===== config.mk =====
export PLATFORM = sky130hd
export DESIGN_NAME = clk_enable_scheduler
export DESIGN_NICKNAME = d
export VERILOG_FILES = /design/src/rtl/clk_sched_pkg.sv /design/src/rtl/div_channel.sv /design/src/rtl/clk_enable_scheduler.sv
export SDC_FILE = /design/constraint.sdc
export NUM_CORES = 1
export LEC_CHECK = 0
export ABC_AREA = 1
export CORE_MARGIN = 3
export CORE_UTILIZATION = 28
export CTS_BUF_LIST = sky130_fd_sc_hd__clkbuf_2 sky130_fd_sc_hd__clkbuf_4 sky130_fd_sc_hd__clkbuf_8
export CTS_CLUSTER_SIZE = 14
export DETAILED_ROUTE_END_ITERATION = 10
export HOLD_SLACK_MARGIN = 0.03
export PLACE_DENSITY_LB_ADDON = 0.15
export SLEW_MARGIN = 20
export SYNTH_ARGS = -nofsm -noshare
export SYNTH_HDL_FRONTEND = slang
export SYNTH_SLANG_ARGS = --single-unit

===== constraint.sdc =====
create_clock -name sysclk -period 1.65 [get_ports sysclk]
set_input_delay 0.495 -clock sysclk [delete_from_list [all_inputs] [get_ports sysclk]]
set_output_delay 0.495 -clock sysclk [all_outputs]
set_load 0.03 [all_outputs]

===== src/rtl/clk_sched_pkg.sv =====
// Shared constants and channel state type for the programmable two-channel
// sysclk divider (motor and controller clock/tick generators).
package clk_sched_pkg;

    localparam int CNT_W = 24;

    localparam logic [CNT_W-1:0] DIV_M_RST = 24'd6000000;
    localparam logic [CNT_W-1:0] DIV_C_RST = 24'd6000;

    localparam logic CH_MOTOR = 1'b0;
    localparam logic CH_CTRL  = 1'b1;

    typedef enum logic [1:0] {
        STOP     = 2'd0,
        RUN      = 2'd1,
        RUN_PEND = 2'd2
    } ch_state_e;

endpackage


===== src/rtl/div_channel.sv =====
// One divider channel: counts sysclk cycles up to the active divisor, toggles
// a square clock with a matching one-cycle tick, and holds at most one pending divisor.
module div_channel #(
    parameter int               CNT_W   = clk_sched_pkg::CNT_W,
    parameter logic [CNT_W-1:0] DIV_RST = clk_sched_pkg::DIV_M_RST
) (
    input  logic             sysclk,
    input  logic             rst_n,
    input  logic             run,
    input  logic             wr_en,
    input  logic [CNT_W-1:0] wr_div,
    output logic             pend,
    output logic             ch_clk,
    output logic             ch_tick
);
    import clk_sched_pkg::*;

    ch_state_e        state_q, state_d;
    logic [CNT_W-1:0] cnt_q, cnt_d;
    logic [CNT_W-1:0] div_q, div_d;
    logic [CNT_W-1:0] pdiv_q, pdiv_d;
    logic             clk_q, clk_d;
    logic             tick_q, tick_d;
    logic             terminal;
    logic [CNT_W-1:0] wr_val;

    always_ff @(posedge sysclk or negedge rst_n) begin
        if (!rst_n) begin
            state_q <= STOP;
            cnt_q   <= '0;
            div_q   <= DIV_RST;
            pdiv_q  <= '0;
            clk_q   <= 1'b0;
            tick_q  <= 1'b0;
        end else begin
            state_q <= state_d;
            cnt_q   <= cnt_d;
            div_q   <= div_d;
            pdiv_q  <= pdiv_d;
            clk_q   <= clk_d;
            tick_q  <= tick_d;
        end
    end

    always_comb begin
        state_d  = state_q;
        cnt_d    = cnt_q;
        div_d    = div_q;
        pdiv_d   = pdiv_q;
        clk_d    = clk_q;
        tick_d   = 1'b0;
        terminal = (cnt_q == div_q);
        // A zero divisor would give a one-cycle half-period; clamp to keep it >= 2 cycles.
        wr_val   = (wr_div == '0) ? CNT_W'(1) : wr_div;

        if (!run) begin
            state_d = STOP;
            cnt_d   = '0;
            clk_d   = 1'b0;
            if (state_q == RUN_PEND) begin
                div_d = pdiv_q;
            end else if (wr_en) begin
                div_d = wr_val;
            end
        end else if (state_q == STOP) begin
            state_d = RUN;
            cnt_d   = '0;
            clk_d   = 1'b0;
            if (wr_en) begin
                div_d = wr_val;
            end
        end else begin
            if (terminal) begin
                cnt_d  = '0;
                clk_d  = ~clk_q;
                tick_d = 1'b1;
                if (state_q == RUN_PEND) begin
                    div_d   = pdiv_q;
                    state_d = RUN;
                end
            end else begin
                cnt_d = cnt_q + CNT_W'(1);
            end
            // Evaluated after the terminal check so a write on the terminal cycle waits a full half-period.
            if (wr_en && state_q == RUN) begin
                pdiv_d  = wr_val;
                state_d = RUN_PEND;
            end
        end
    end

    assign pend    = (state_q == RUN_PEND);
    assign ch_clk  = clk_q;
    assign ch_tick = tick_q;

endmodule


===== src/rtl/clk_enable_scheduler.sv =====
// Two independent run-time programmable clock/tick generators (motor, controller)
// with a shared valid/ready divisor configuration port.
module clk_enable_scheduler #(
    parameter int               CNT_W     = clk_sched_pkg::CNT_W,
    parameter logic [CNT_W-1:0] DIV_M_RST = clk_sched_pkg::DIV_M_RST,
    parameter logic [CNT_W-1:0] DIV_C_RST = clk_sched_pkg::DIV_C_RST
) (
    input  logic             sysclk,
    input  logic             rst_n,
    input  logic             run,
    input  logic             cfg_valid,
    input  logic             cfg_sel,
    input  logic [CNT_W-1:0] cfg_div,
    output logic             cfg_ready,
    output logic [1:0]       cfg_pending,
    output logic             m_clk,
    output logic             m_tick,
    output logic             c_clk,
    output logic             c_tick
);
    import clk_sched_pkg::*;

    logic [1:0] pend;
    logic       wr_m;
    logic       wr_c;

    // A channel refuses a new divisor until its held one has been committed.
    assign cfg_ready   = ~pend[cfg_sel];
    assign wr_m        = cfg_valid & cfg_ready & (cfg_sel == CH_MOTOR);
    assign wr_c        = cfg_valid & cfg_ready & (cfg_sel == CH_CTRL);
    assign cfg_pending = pend;

    div_channel #(
        .CNT_W   (CNT_W),
        .DIV_RST (DIV_M_RST)
    ) u_motor (
        .sysclk  (sysclk),
        .rst_n   (rst_n),
        .run     (run),
        .wr_en   (wr_m),
        .wr_div  (cfg_div),
        .pend    (pend[0]),
        .ch_clk  (m_clk),
        .ch_tick (m_tick)
    );

    div_channel #(
        .CNT_W   (CNT_W),
        .DIV_RST (DIV_C_RST)
    ) u_ctrl (
        .sysclk  (sysclk),
        .rst_n   (rst_n),
        .run     (run),
        .wr_en   (wr_c),
        .wr_div  (cfg_div),
        .pend    (pend[1]),
        .ch_clk  (c_clk),
        .ch_tick (c_tick)
    );

endmodule


## Word level (Yosys, flattened, before mapping)

Cells that the tools add are included.

- $add $sub $neg: 2
- Multiply operators: 0
- Divide/modulo/power cells: 0
- Magnitude comparators: 1
- Eq/ne operators: 14
- Shift-type cells: 0
- Mux-type cells: 43
- Bitwise logic cells: 9
- Reductions and logical operators: 11

Operators with widths:

| operator | count |
|---|---|
| two-way mux 24 bit | 19 |
| adder 24 x 1 -> 24 bit (second input constant) | 2 |
| == test 24 bit | 2 |
| logical NOT 24 bit | 1 |
| two-way mux 2 bit | 10 |
| != test 4 x 1 -> 1 bit (second input constant) | 4 |
| two-way mux 1 bit | 14 |
| != test 3 x 1 -> 1 bit (second input constant) | 4 |
| AND reduction 2 bit | 4 |
| NOT 1 bit | 6 |
| AND reduction 3 bit | 2 |
| == test 2 x 1 -> 1 bit (second input constant) | 2 |
| == test 2 bit (second input constant) | 2 |
| logical NOT 2 bit | 2 |
| bitwise AND 1 bit | 3 |
| logical AND 1 bit | 2 |
| less-than comparator 1 x 2 -> 1 bit (second input constant) | 1 |

- Register bits after elaboration: 152
- Latch bits: 0
- Memory bits (writable): 0
- Memory bits (read-only): 0
- Bits of input ports: 29
- Output and inout bits: 7
- Logic and storage cells: 92
- Memories kept: 0

## Logic depth before layout (Yosys ltp)

- Depth after elaboration: 10
- Depth in mapped cells: 13
- Mapped depth without buffers: 11

## Hierarchy

From an unflattened synthesis, not the netlist that was laid out.

- Cells, all modules: 1,267
- Area, all modules: 8,735.9 sq um

By module, submodules not included:

| module | times used | cells each | area an instance (sq um) | seq. area each (sq um) |
|---|---|---|---|---|
| div_channel at u_motor | 1 | 629 | 4,350.4 | 1,914.3 |
| div_channel at u_ctrl | 1 | 629 | 4,346.7 | 1,910.6 |
| clk_enable_scheduler | 1 | 9 | 38.8 | 0.0 |

## Worst setup path before layout

No wires, ideal clock.

- Path type: reg2out
- Start point: register u_ctrl.state_q[1]
- End point: output cfg_ready
- Arrival time: 1,254 ps
- Required time: 1,155 ps
- Setup slack: -99 ps
- Stages on the path, launching flop included: 4
- Buffers on the path: 0
- Cells stage by stage: dfrtp_1 nand2_4 inv_1 o21ai_0

- Longest elaborated chain between the ends: 4

RTL lines:

| element | RTL line | text |
|---|---|---|
| start, declared | div_channel.sv:18 | `ch_state_e state_q, state_d;` |
| start signal, assigned | div_channel.sv:36 | `state_q <= state_d;` |
| == test 2 bit | div_channel.sv:92 | `assign pend = (state_q == RUN_PEND);` |
| via u_ctrl.pend | div_channel.sv:12 | `output logic pend,` |
| two-way mux 1 bit (implied by the code) (2 in series) | clk_enable_scheduler.sv:28 | `assign cfg_ready = ~pend[cfg_sel];` |
| NOT 1 bit | clk_enable_scheduler.sv:28 |  |
| end, declared | clk_enable_scheduler.sv:14 | `output logic cfg_ready,` |

The timed path passes the listed nets, and every way through them passes these cells. The select of a mux whose other input is x is not followed.

## Worst setup path after layout

- Start point: register u_motor.div_q[8]
- End point: register u_motor.div_q[13]

- Longest elaborated chain between the ends: 3

RTL lines:

| element | RTL line | text |
|---|---|---|
| start, declared | div_channel.sv:20 | `logic [CNT_W-1:0] div_q, div_d;` |
| start signal, assigned | div_channel.sv:38 | `div_q <= div_d;` |
| == test 24 bit | div_channel.sv:52 | `terminal = (cnt_q == div_q);` |
| != test 3 x 1 -> 1 bit (no source line) | -- |  |
| AND reduction 2 bit (no source line) | -- |  |

No other way between the ends.
A chain may end at the register's enable or synchronous reset.

==> impl_metrics.csv <==
group,metric,value,unit
placed_design,dp_hpwl,19.2,mm
power_and_ir_drop,p_leak,0.00636,uW
power_and_ir_drop,swShare,32.6,%
layout,fill_cells,2995,
sta,worstMarginPinSlew,410,ps
sta,max_freq,532,MHz
floorplanning,start_util,28.8,%
routing,drc,0,
sta,setup_ws,-228,ps
run,drv_cap,0,
clock_network,cts_root_buf,"clkbuf_8",
clock_network,cts-htree-levels,4,
setup_path,crit_fanout,6,
layout,nets,1502,
sta,post-route-period-util,114,%
power_and_ir_drop,p_switching,3890,uW
clock_network,cts_buffer_depth,2,
logic_synthesis,ys_seq_elements,152,
layout,final_layout_size_suffix_gt1_share,36.4,%
clock_network,path_clk_slew,100,ps
logic_synthesis,synth_adder_area_share,0.289,%
logic_synthesis,synth_compound_area_share,8.30,%
global_routing,grt_pass1_vias,8259,
floorplanning,die_x,182,um
logic_synthesis,synth_top_family_by_area,"simple AND/OR/NAND/NOR gates",
sta,hold_viol_final,0,
logic_synthesis,synth_nets,1227,
placed_design,io_buffers,35,
floorplanning,pin_count,36,
layout,final_cell_mix,"nand2_1, buf_4, inv_1",
clock_network,cts_made_buffers,17,
clock_network,cts_tree,"done",
logic_synthesis,synthMuxAreaShare,0,%
routing,antenna_left,0,
outcome,failed_checks,"setup timing",
clock_network,clkSinkCount,152,
logic_synthesis,syn_area_per_cell,7.23,um2
outcome,outcome,"complete, but fails checks",
routing,wl,28.6,mm
logic_synthesis,syn_inst,1196,
logic_synthesis,ys_seq_area_share,44.2,%
layout,area_growth_syn_to_layout,51.6,%
setup_path,arrival,2240,ps
setup_path,worst_setup_path_start_kind,"flop",
floorplanning,fp.dieH,182,um
layout,diodes,0,
sta,relSlewSlack,72.7,%
setup_path,path_class,"reg -> reg",
power_and_ir_drop,pwr-share-clk,29.3,%
logic_synthesis,synth_xor_area_share,1.92,%
routing,drt_iter0_markers,625,
logic_synthesis,synthArstFlopShare,100,%
layout,layout_commonest_cell,"nand2_1",
floorplanning,dieArea,33000,um2
global_routing,grt_pass1_wl,45.1,mm
clock_network,clock_latency,480,ps
sta,fin_setup_tns,-18670,ps
routing,wl_per_cell,15.2,um
logic_synthesis,synth_flop_cell,"dfrtp_1",
setup_path,worstSetupEndpointType,"flop",
hold_path,min_path_type,"in -> async",
sta,slew_violations,0,
global_routing,grt_max_degree,49,
power_and_ir_drop,pwr-share-comb,28.9,%
sta,rsz0062_at_grt,"yes",
setup_path,required,2010,ps
global_routing,grt_overflow,0,
power_and_ir_drop,intPower,8030,uW
logic_synthesis,synth-simple-area-share,33.5,%
routing,dr.pass1.iters,5,
floorplanning,row_count,63,
routing,via_per_inst,4.47,
logic_synthesis,synth_cell_types,37,
sta,clock_skew,17.6,ps
power_and_ir_drop,peakVddDrop,0.000566,V
floorplanning,core-area,30000,um2
sta,finalSetupViolations,127,
global_routing,grt_usage,17.3,%
global_routing,antenna_found_initial,0,
routing,vias,8385,
sta,fin_crit,1880,ps
sta,whs,494,ps
logic_synthesis,synth_enable_flop_cells,0,
logic_synthesis,yosysWarnings,0,
logic_synthesis,synth_area,8650,um2
placed_design,gp_congestion,0.823,
power_and_ir_drop,power.density,909,nW/um2
power_and_ir_drop,seqPwrFrac,41.8,%
per-stage QoR:
stage | worst slack (ps) | area (um2) | util [%] | total power (uW) | instances
3_3_place_gp | -510 | 10900 | 36.3 | 7670 | 1780
6_report | -228 | 13100 | 43.7 | 11900 | 1874
3_5_place_dp | -507 | 10900 | 36.3 | 7700 | 1780
5_1_grt | -341 | 13100 | 43.7 | 12700 | 1874
4_1_cts | -256 | 12500 | 41.6 | 11800 | 1859
2_1_floorplan | 63.8 | 8650 | - | 6480 | 1196
kinds of logic after synthesis:
group | Yosys count
AO/OA/AOI/OAI | 129
XOR/XNOR | 19
flip-flops | 152
AND/OR/NAND/NOR | 668
buffers and inverters | 226
adder cells (fa/ha/maj) | 2
power by group through the flow:
stage                     logic [uW]  clock network (uW)  registers (uW)
after floorplan                 1620                   0            4860
after global placement          2690                   0            4980
after detailed placement        2710                   0            4990
after CTS                       3210                3600            4940
after global routing            3880                3770            5070
final                           3440                3490            4990
cell type report:
type                       instances  area (um2)  share of cell area (%)
clock buffer                      19         255                    1.95
multi-input combinational        818        4550                    34.7
clock inverter                    13         214                    1.63
sequential                       152        3830                    29.2
inverter                         183         709                    5.41
tap                              390         488                    3.72
timing repair buffer             299        3070                    23.4
critical path, stage by stage, from the launching register on:
cell     delay, ps
dfstp_2        560
inv_2           40
nand2_2         50
nand2_2         60
nor2_4         100
nand2_2         80
nor2_4         160
nand3_4        130
nand2_8        130
nand3_4        160
buf_12         200
nand2_2         50
nand2_1         40
registers in the layout, summed over array words and instances (netlist names):
| signal | count |
|---|---|
| u_ctrl.ch_clk | 1 |
| u_ctrl.ch_tick | 1 |
| u_ctrl.cnt_q | 24 |
| u_ctrl.div_q | 24 |
| u_ctrl.pdiv_q | 24 |
| u_ctrl.state_q | 2 |
| u_motor.ch_clk | 1 |
| u_motor.ch_tick | 1 |
| u_motor.cnt_q | 24 |
| u_motor.div_q | 24 |
| u_motor.pdiv_q | 24 |
| u_motor.state_q | 2 |
synthesized netlist by cell type, types with 8 or more instances:
master,count,share of area (%)
nand2_1,362,16
inv_1,173,7.5
dfrtp_1,135,39
nor2_1,121,5.2
o21ai_0,92,5.3
nand3_1,89,5.1
nor3_1,29,1.7
nand2_2,20,1.4
nand4_1,18,1.3
xor2_1,18,1.8
dfstp_2,17,5.2
o21ai_2,17,1.7
a21oi_1,13,0.75
clkbuf_1,12,0.52
buf_4,11,0.95
inv_2,10,0.43
buf_2,8,0.46
what timing repair did:
action	4_1_cts	5_1_grt
hold buffers	1	0
cloned	15	6
pin swaps	34	51
hold endpoints to repair	25	0
setup endpoints to repair	114	155
resized for setup	119	180
setup buffers	33	21
final timing paths:
kind	startpoint	endpoint	slack (ps)	cells past startpoint
max in group asynchronous	rst_n	u_ctrl.div_q[8]$_DFFE_PN1P_	520	3
worst min-delay path	rst_n	u_ctrl.ch_clk$_DFFE_PN0P_	490	2
worst min register to register	u_ctrl.cnt_q[0]$_DFF_PN0_	u_ctrl.cnt_q[0]$_DFF_PN0_	500	1
worst max-delay path	u_motor.div_q[8]$_DFFE_PN1P_	u_motor.div_q[13]$_DFFE_PN0P_	-230	12
worst max register to register	u_motor.div_q[8]$_DFFE_PN1P_	u_motor.div_q[13]$_DFFE_PN0P_	-230	12
min in group sysclk	u_ctrl.cnt_q[0]$_DFF_PN0_	u_ctrl.cnt_q[0]$_DFF_PN0_	500	1
routing by layer:
layer  part of all wire [%]  GRT usage [%]  vias up
met5                      0              0        -
met4                    1.1           4.45        0
met3                    3.2           2.84       17
met2                     43           25.3      129
li1                       -              -     4289
met1                     53           26.4     3950
(Power assumes the default switching activity.)
